<file path="config.mk">
export PLATFORM = sky130hd
export DESIGN_NAME = pipe_arbiter
export DESIGN_NICKNAME = d
export VERILOG_FILES = /design/src/rtl/pipe_arbiter.sv
export SDC_FILE = /design/constraint.sdc
export NUM_CORES = 1
export LEC_CHECK = 0
export BUFFER_PORTS_ARGS = -buffer_cell sky130_fd_sc_hd__buf_4
export CAP_MARGIN = 20
export CELL_PAD_IN_SITES_DETAIL_PLACEMENT = 1
export CELL_PAD_IN_SITES_GLOBAL_PLACEMENT = 1
export CORE_UTILIZATION = 45
export DETAILED_ROUTE_END_ITERATION = 7
export GPL_TIMING_DRIVEN = 0
export PLACE_DENSITY_LB_ADDON = 0.1
export SETUP_SLACK_MARGIN = 0.3
export SLEW_MARGIN = 20
export SYNTH_ARGS = -nofsm -noshare
export SYNTH_HDL_FRONTEND = slang
export SYNTH_SLANG_ARGS = --single-unit
</file>
<file path="constraint.sdc">
create_clock -name clk -period 3.7 [get_ports clk]
set_input_delay 0.74 -clock clk [delete_from_list [all_inputs] [get_ports clk]]
set_output_delay 0.74 -clock clk [all_outputs]
set_load 0.05 [all_outputs]
</file>
<file path="src/rtl/pipe_arbiter.sv">
// pipe_arbiter: round-robin arbiter feeding one fixed-latency, non-stallable
// pipeline. Each issue is tagged with its requester id. Results land in a
// response FIFO that is reserved at issue time: occ counts in-flight plus
// queued entries, so the FIFO never has to refuse a pipeline result.
module pipe_arbiter #(
    parameter  int NUM_REQ    = 4,
    parameter  int DATA_W     = 32,
    parameter  int LATENCY    = 3,
    parameter  int FIFO_DEPTH = 4,
    localparam int ID_W       = (NUM_REQ > 1) ? $clog2(NUM_REQ) : 1
) (
    input  logic                      clk,
    input  logic                      rst,
    input  logic [NUM_REQ-1:0]        req_valid,
    input  logic [NUM_REQ*DATA_W-1:0] req_data,
    output logic [NUM_REQ-1:0]        req_ready,
    output logic                      pipe_in_valid,
    output logic [DATA_W-1:0]         pipe_x,
    input  logic [DATA_W-1:0]         pipe_out,
    output logic                      resp_valid,
    output logic [ID_W-1:0]           resp_id,
    output logic [DATA_W-1:0]         resp_data,
    input  logic                      resp_ready
);

    localparam int PTR_W = (FIFO_DEPTH > 1) ? $clog2(FIFO_DEPTH) : 1;
    localparam int CNT_W = $clog2(FIFO_DEPTH + 1);

    typedef struct packed {
        logic [ID_W-1:0]   id;
        logic [DATA_W-1:0] data;
    } resp_t;

    // operands viewed per requester
    logic [NUM_REQ-1:0][DATA_W-1:0] req_arr;
    assign req_arr = req_data;

    // ---------------- arbitration / credit ----------------
    logic [ID_W-1:0]  last_grant;
    logic [ID_W-1:0]  gnt_idx;
    logic [ID_W-1:0]  cand;
    logic             gnt_found;
    int               c;
    logic [CNT_W-1:0] occ;
    logic             can_issue;
    logic             issue;
    logic             pop;

    // round-robin search starting just after the last issued requester
    always_comb begin
        gnt_found = 1'b0;
        gnt_idx   = '0;
        cand      = '0;
        c         = 0;
        for (int k = 1; k <= NUM_REQ; k++) begin
            c = int'(last_grant) + k;
            if (c >= NUM_REQ) c = c - NUM_REQ;
            cand = ID_W'(c);
            if (!gnt_found && req_valid[cand]) begin
                gnt_found = 1'b1;
                gnt_idx   = cand;
            end
        end
    end

    // a pop in this cycle frees a slot for an issue in the same cycle
    assign pop       = resp_valid & resp_ready;
    assign can_issue = (occ - CNT_W'(pop)) < CNT_W'(FIFO_DEPTH);
    assign issue     = rst & gnt_found & can_issue;

    assign req_ready     = issue ? (NUM_REQ'(1) << gnt_idx) : '0;
    assign pipe_in_valid = issue;
    assign pipe_x        = issue ? req_arr[gnt_idx] : '0;

    // last_grant moves only when something is actually issued
    always_ff @(posedge clk or negedge rst) begin
        if (!rst) last_grant <= ID_W'(NUM_REQ - 1);
        else if (issue) last_grant <= gnt_idx;
    end

    // occupancy: issued but not yet popped
    always_ff @(posedge clk or negedge rst) begin
        if (!rst) begin
            occ <= '0;
        end else begin
            case ({issue, pop})
                2'b10:   occ <= occ + CNT_W'(1);
                2'b01:   occ <= occ - CNT_W'(1);
                default: occ <= occ;
            endcase
        end
    end

    // ---------------- in-flight tracking ----------------
    logic [LATENCY-1:0]           vld_pipe;
    logic [LATENCY-1:0][ID_W-1:0] id_pipe;

    // valid/id shift register mirroring the pipeline stages
    always_ff @(posedge clk or negedge rst) begin
        if (!rst) begin
            vld_pipe <= '0;
            id_pipe  <= '0;
        end else begin
            vld_pipe[0] <= issue;
            id_pipe[0]  <= gnt_idx;
            for (int s = 1; s < LATENCY; s++) begin
                vld_pipe[s] <= vld_pipe[s-1];
                id_pipe[s]  <= id_pipe[s-1];
            end
        end
    end

    // ---------------- response FIFO ----------------
    logic              push;
    resp_t             push_ent;
    resp_t             head;
    resp_t             mem [FIFO_DEPTH];
    logic [PTR_W-1:0]  wr_ptr;
    logic [PTR_W-1:0]  rd_ptr;
    logic [CNT_W-1:0]  fifo_cnt;

    // pipe_out is only meaningful in the cycle the tag reaches the last stage
    assign push     = vld_pipe[LATENCY-1];
    assign push_ent = '{id: id_pipe[LATENCY-1], data: pipe_out};

    // storage is write-only on push; no reset needed on the data array
    always_ff @(posedge clk) begin
        if (push) mem[wr_ptr] <= push_ent;
    end

    // pointers and count; push+pop together leaves count unchanged
    always_ff @(posedge clk or negedge rst) begin
        if (!rst) begin
            wr_ptr   <= '0;
            rd_ptr   <= '0;
            fifo_cnt <= '0;
        end else begin
            if (push) wr_ptr <= wr_ptr + PTR_W'(1);
            if (pop)  rd_ptr <= rd_ptr + PTR_W'(1);
            case ({push, pop})
                2'b10:   fifo_cnt <= fifo_cnt + CNT_W'(1);
                2'b01:   fifo_cnt <= fifo_cnt - CNT_W'(1);
                default: fifo_cnt <= fifo_cnt;
            endcase
        end
    end

    assign head       = mem[rd_ptr];
    assign resp_valid = (fifo_cnt != '0);
    assign resp_id    = resp_valid ? head.id   : '0;
    assign resp_data  = resp_valid ? head.data : '0;

    // credit scheme must make these unreachable
    a_no_overflow: assert property (@(posedge clk) disable iff (!rst)
        !(push && !pop && fifo_cnt == CNT_W'(FIFO_DEPTH)));
    a_occ_bound: assert property (@(posedge clk) disable iff (!rst)
        occ <= CNT_W'(FIFO_DEPTH));

endmodule

</file>
==> results by group <==
STA
  • Final worst slack: between 0.3 and 0.4 ns
  • RSZ-0062 raised after global routing: true
  • Worst-margin pin slew: between 0.6 and 0.7 ns
  • Slew HR: between 50% and 60%
  • Final period util: 89.6%
  • Final-report hold violation count: 0
  • Setup TNS: 0 ns
  • Final setup fails: 0
  • Fin crit period: roughly 3.3 ns
  • Slew Viols, Final: 0
  • Clk_skew: ~0.008 ns
  • Peak Freq: 0.302 GHz

Drt
  • Via density: 5.28
  • Total Wirelength: between 20 and 25 mm
  • Drt first-iter violations: approximately 170
  • DR WL/cell: approximately 22 um
  • Via count: 4845
  • DRC viols: 0
  • Met1 WL: about 6.9 mm
  • Met2 routed WL: ~12 mm
  • DR pass1 iterations: 4
  • Met3 Wirelength: 1.23 mm
  • DR top layer: met4
  • Remaining antenna violation count: 0

Power and ir drop
  • Sequential share of power: between 20% and 30%
  • P_leak: around 0.0041 uW
  • Comb power frac: between 50% and 60%
  • Switch Pwr: between 3000 and 4000 uW
  • Net Sw Frac: between 40% and 50%
  • Clock Power Share: 18.7%
  • Pint: about 5000 uW
  • PD cells: about 860 nW/um^2
  • VDD IR-drop max: roughly 0.53 mV

Floorplanning
  • Core region area: 15900 sq um
  • Site Rows: 46
  • Height of the die: 130 um
  • Die boundary width: 130 um
  • Die area: approximately 17000 sq um
  • IO Count: approximately 240
  • Effective utilization at floorplan: about 46%

Placed design
  • PortBufs: 238
  • Dpl cell area: 9540 sq um
  • Post-DP HPWL: ~15 mm
  • Pre-CTS setup slack: around 0.42 ns
  • Gpl congestion: 0.785

Clock network
  • H-tree depth: 4
  • CTS tree: done
  • Hold_buf cts: 0
  • Clk Latency, worst-skew pair: between 0.4 and 0.5 ns
  • Worst-path clk slew: ~0.07 ns
  • Clk root buf: clkbuf_16
  • Clock sink total: around 160
  • Clock buffer depth: 2
  • CTS Buf Count: 17

Worst hold path
  • HP Class: in2async

GRT
  • GRT Total Usage: 24.5%
  • Global-route wire length before repair: a little under 30 mm
  • Largest net degree at the start of global routing: 25
  • Vias in the first global route: around 5300
  • GRT overflow: 0
  • Initial antenna violation count: 0

Worst setup path
  • Worst r2r src: fifo_cnt[1]
  • Worst EP required: a little under 3 ns
  • Startpoint types: flip-flop
  • Worst Path Buf+Inv: 3
  • WP data arrival: roughly 2.6 ns
  • CP top delay family: flip-flops
  • Worst setup path class: reg2out
  • CP cell instances: mux2i_1, nor2_1, a211oi_4, buf_12, buf_8, mux2i_1, o22ai_2, buf_4
  • Crit end category: output port
  • Most used cell, CP: mux2i_1
  • Critical path's largest stage delay: about 0.59 ns
  • Crit-path slowest cell: dfstp_2
  • Crit path max fanout: 10
  • Crit path from: last_grant[1]

Run
  • Number of max-cap violations: 0

Synth
  • Post-Synthesis Cell Area: 7390 sq um
  • Ys async rst share: a little over an eighth
  • Seq/Total Area, Yosys: between 60% and 70%
  • Synth unique cells: 40
  • Post-Syn Instances: 420
  • Yosys warns: 0
  • Most used DFF post-synth: edfxtp_1
  • Synth Register Bits: ~160
  • Mean post-synth cell area: ~18 sq um
  • EDFF count, synth: 136
  • Post-synth net total: roughly 600

Final layout
  • Fill cells: between 1500 and 2000
  • Share of cells above drive strength 1: 55.1%
  • Area growth from synthesis to layout: 38.1%
  • Net count, final: approximately 860
  • Final Instance Area: a little over 10000 sq um

Outcome
  • Outcome: completed
final timing paths:
path | end | slack [ns] | cells after the start
max in group asynchronous | last_grant[1] | 3.20 | 1
hold / removal | occ[2] | 0.21 | 1
hold reg to reg | id_pipe[2] | 0.36 | 0
setup reg to reg | occ[2] | 1.45 | 8
setup / recovery | pipe_x[18] | 0.39 | 8
min in group clk | id_pipe[2] | 0.36 | 0
metal layers:
metal	vias to the layer above	GRT usage (%)
met2	178	46.5
met1	2448	25.0
met5	-	0
met3	29	6.89
li1	2190	-
met4	0	9.99
synth_stat cells, types with 2 or more instances:
cell      number  area [sq um]
clkbuf_4       2          15.0
and2_1        38           238
mux4_2        34           766
buf_4          4          30.0
a21oi_1        3          15.0
inv_2          2          7.51
buf_8          2          30.0
buf_2          4          20.0
nor2_1         9          33.8
xor2_1         4          35.0
mux2i_1       66           661
o21ai_0        2          10.0
a31oi_1        2          12.5
buf_6          3          33.8
dfstp_2        2          52.6
dfrtp_1       19           475
nand2_1        5          18.8
clkbuf_1       8          30.0
buf_12         3          60.1
ha_1           6          75.1
o22ai_2       32           400
fa_1           2          40.0
xnor2_1        5          43.8
inv_1         11          41.3
nand2b_1       2          12.5
edfxtp_1     136          4080
cell type report:
class	count	area (sq um)	area share (%)
clock inverters	15	139	1.36
plain buffers	26	219	2.15
well taps	216	270	2.65
multi-input cells	224	2550	25.0
clock buffers	17	425	4.17
diodes	1	2.50	0.0245
inverters	13	48.8	0.478
flip-flops and latches	157	4610	45.2
repair buffers	249	1930	19.0
per-stage QoR:
step           instances  power (uW)  utilization [%]  hold WS, ns
2_1_floorplan        420        5760                -        0.331
3_3_place_gp         874        6960             59.2        0.338
3_5_place_dp         878        7170             59.9        0.336
4_1_cts              910        8850             63.4        0.201
5_1_grt              917        9210             64.0        0.219
6_report             918        8820             64.0        0.210
cells in the final DEF, fill, tap and decap left out, drive strengths merged, types with 2 or more instances in the layout:
cell type  instances
a21oi              3
a31oi              2
and2              38
buf              265
clkbuf            27
clkinv             6
clkinvlp           4
dfrtp             19
dfstp              2
edfxtp           136
fa                 2
ha                 6
inv               17
mux2i             66
mux4              34
nand2              6
nand2b             2
nor2               9
o21ai              2
o22ai             32
o31ai              2
xnor2              5
xor2               4
power by group through the flow:
| stage | Sequential [uW] | Clock [uW] | Combinational, uW |
|---|---|---|---|
| after floorplan | 2450 | 0 | 3310 |
| after global placement | 2480 | 0 | 4490 |
| after detailed placement | 2500 | 0 | 4660 |
| after CTS | 2480 | 1680 | 4700 |
| after global routing | 2500 | 1730 | 4970 |
| final | 2470 | 1650 | 4700 |
timing repair:
item                                    CTS  global route
gates resized for setup                   1             7
endpoints found under the setup margin    1            17
endpoints found under the hold margin     0             0
pin swaps                                 1             2
setup buffers                             0             7
flip-flops by register name (all words and copies together) (netlist names):
name        flops
vld_pipe        3
wr_ptr          2
id_pipe         6
occ             3
fifo_cnt        3
mem           136
last_grant      2
rd_ptr          2
kinds of logic after synthesis:
kind of cell,share of synthesized area (%)
simple gates,4.83
xor+xnor,1.07
flops,62.4
fa+ha+maj,1.56
buf+inv,3.63
compound gates,7.01
mux,19.5
No activity file was read; power rests on OpenSTA's default activity.
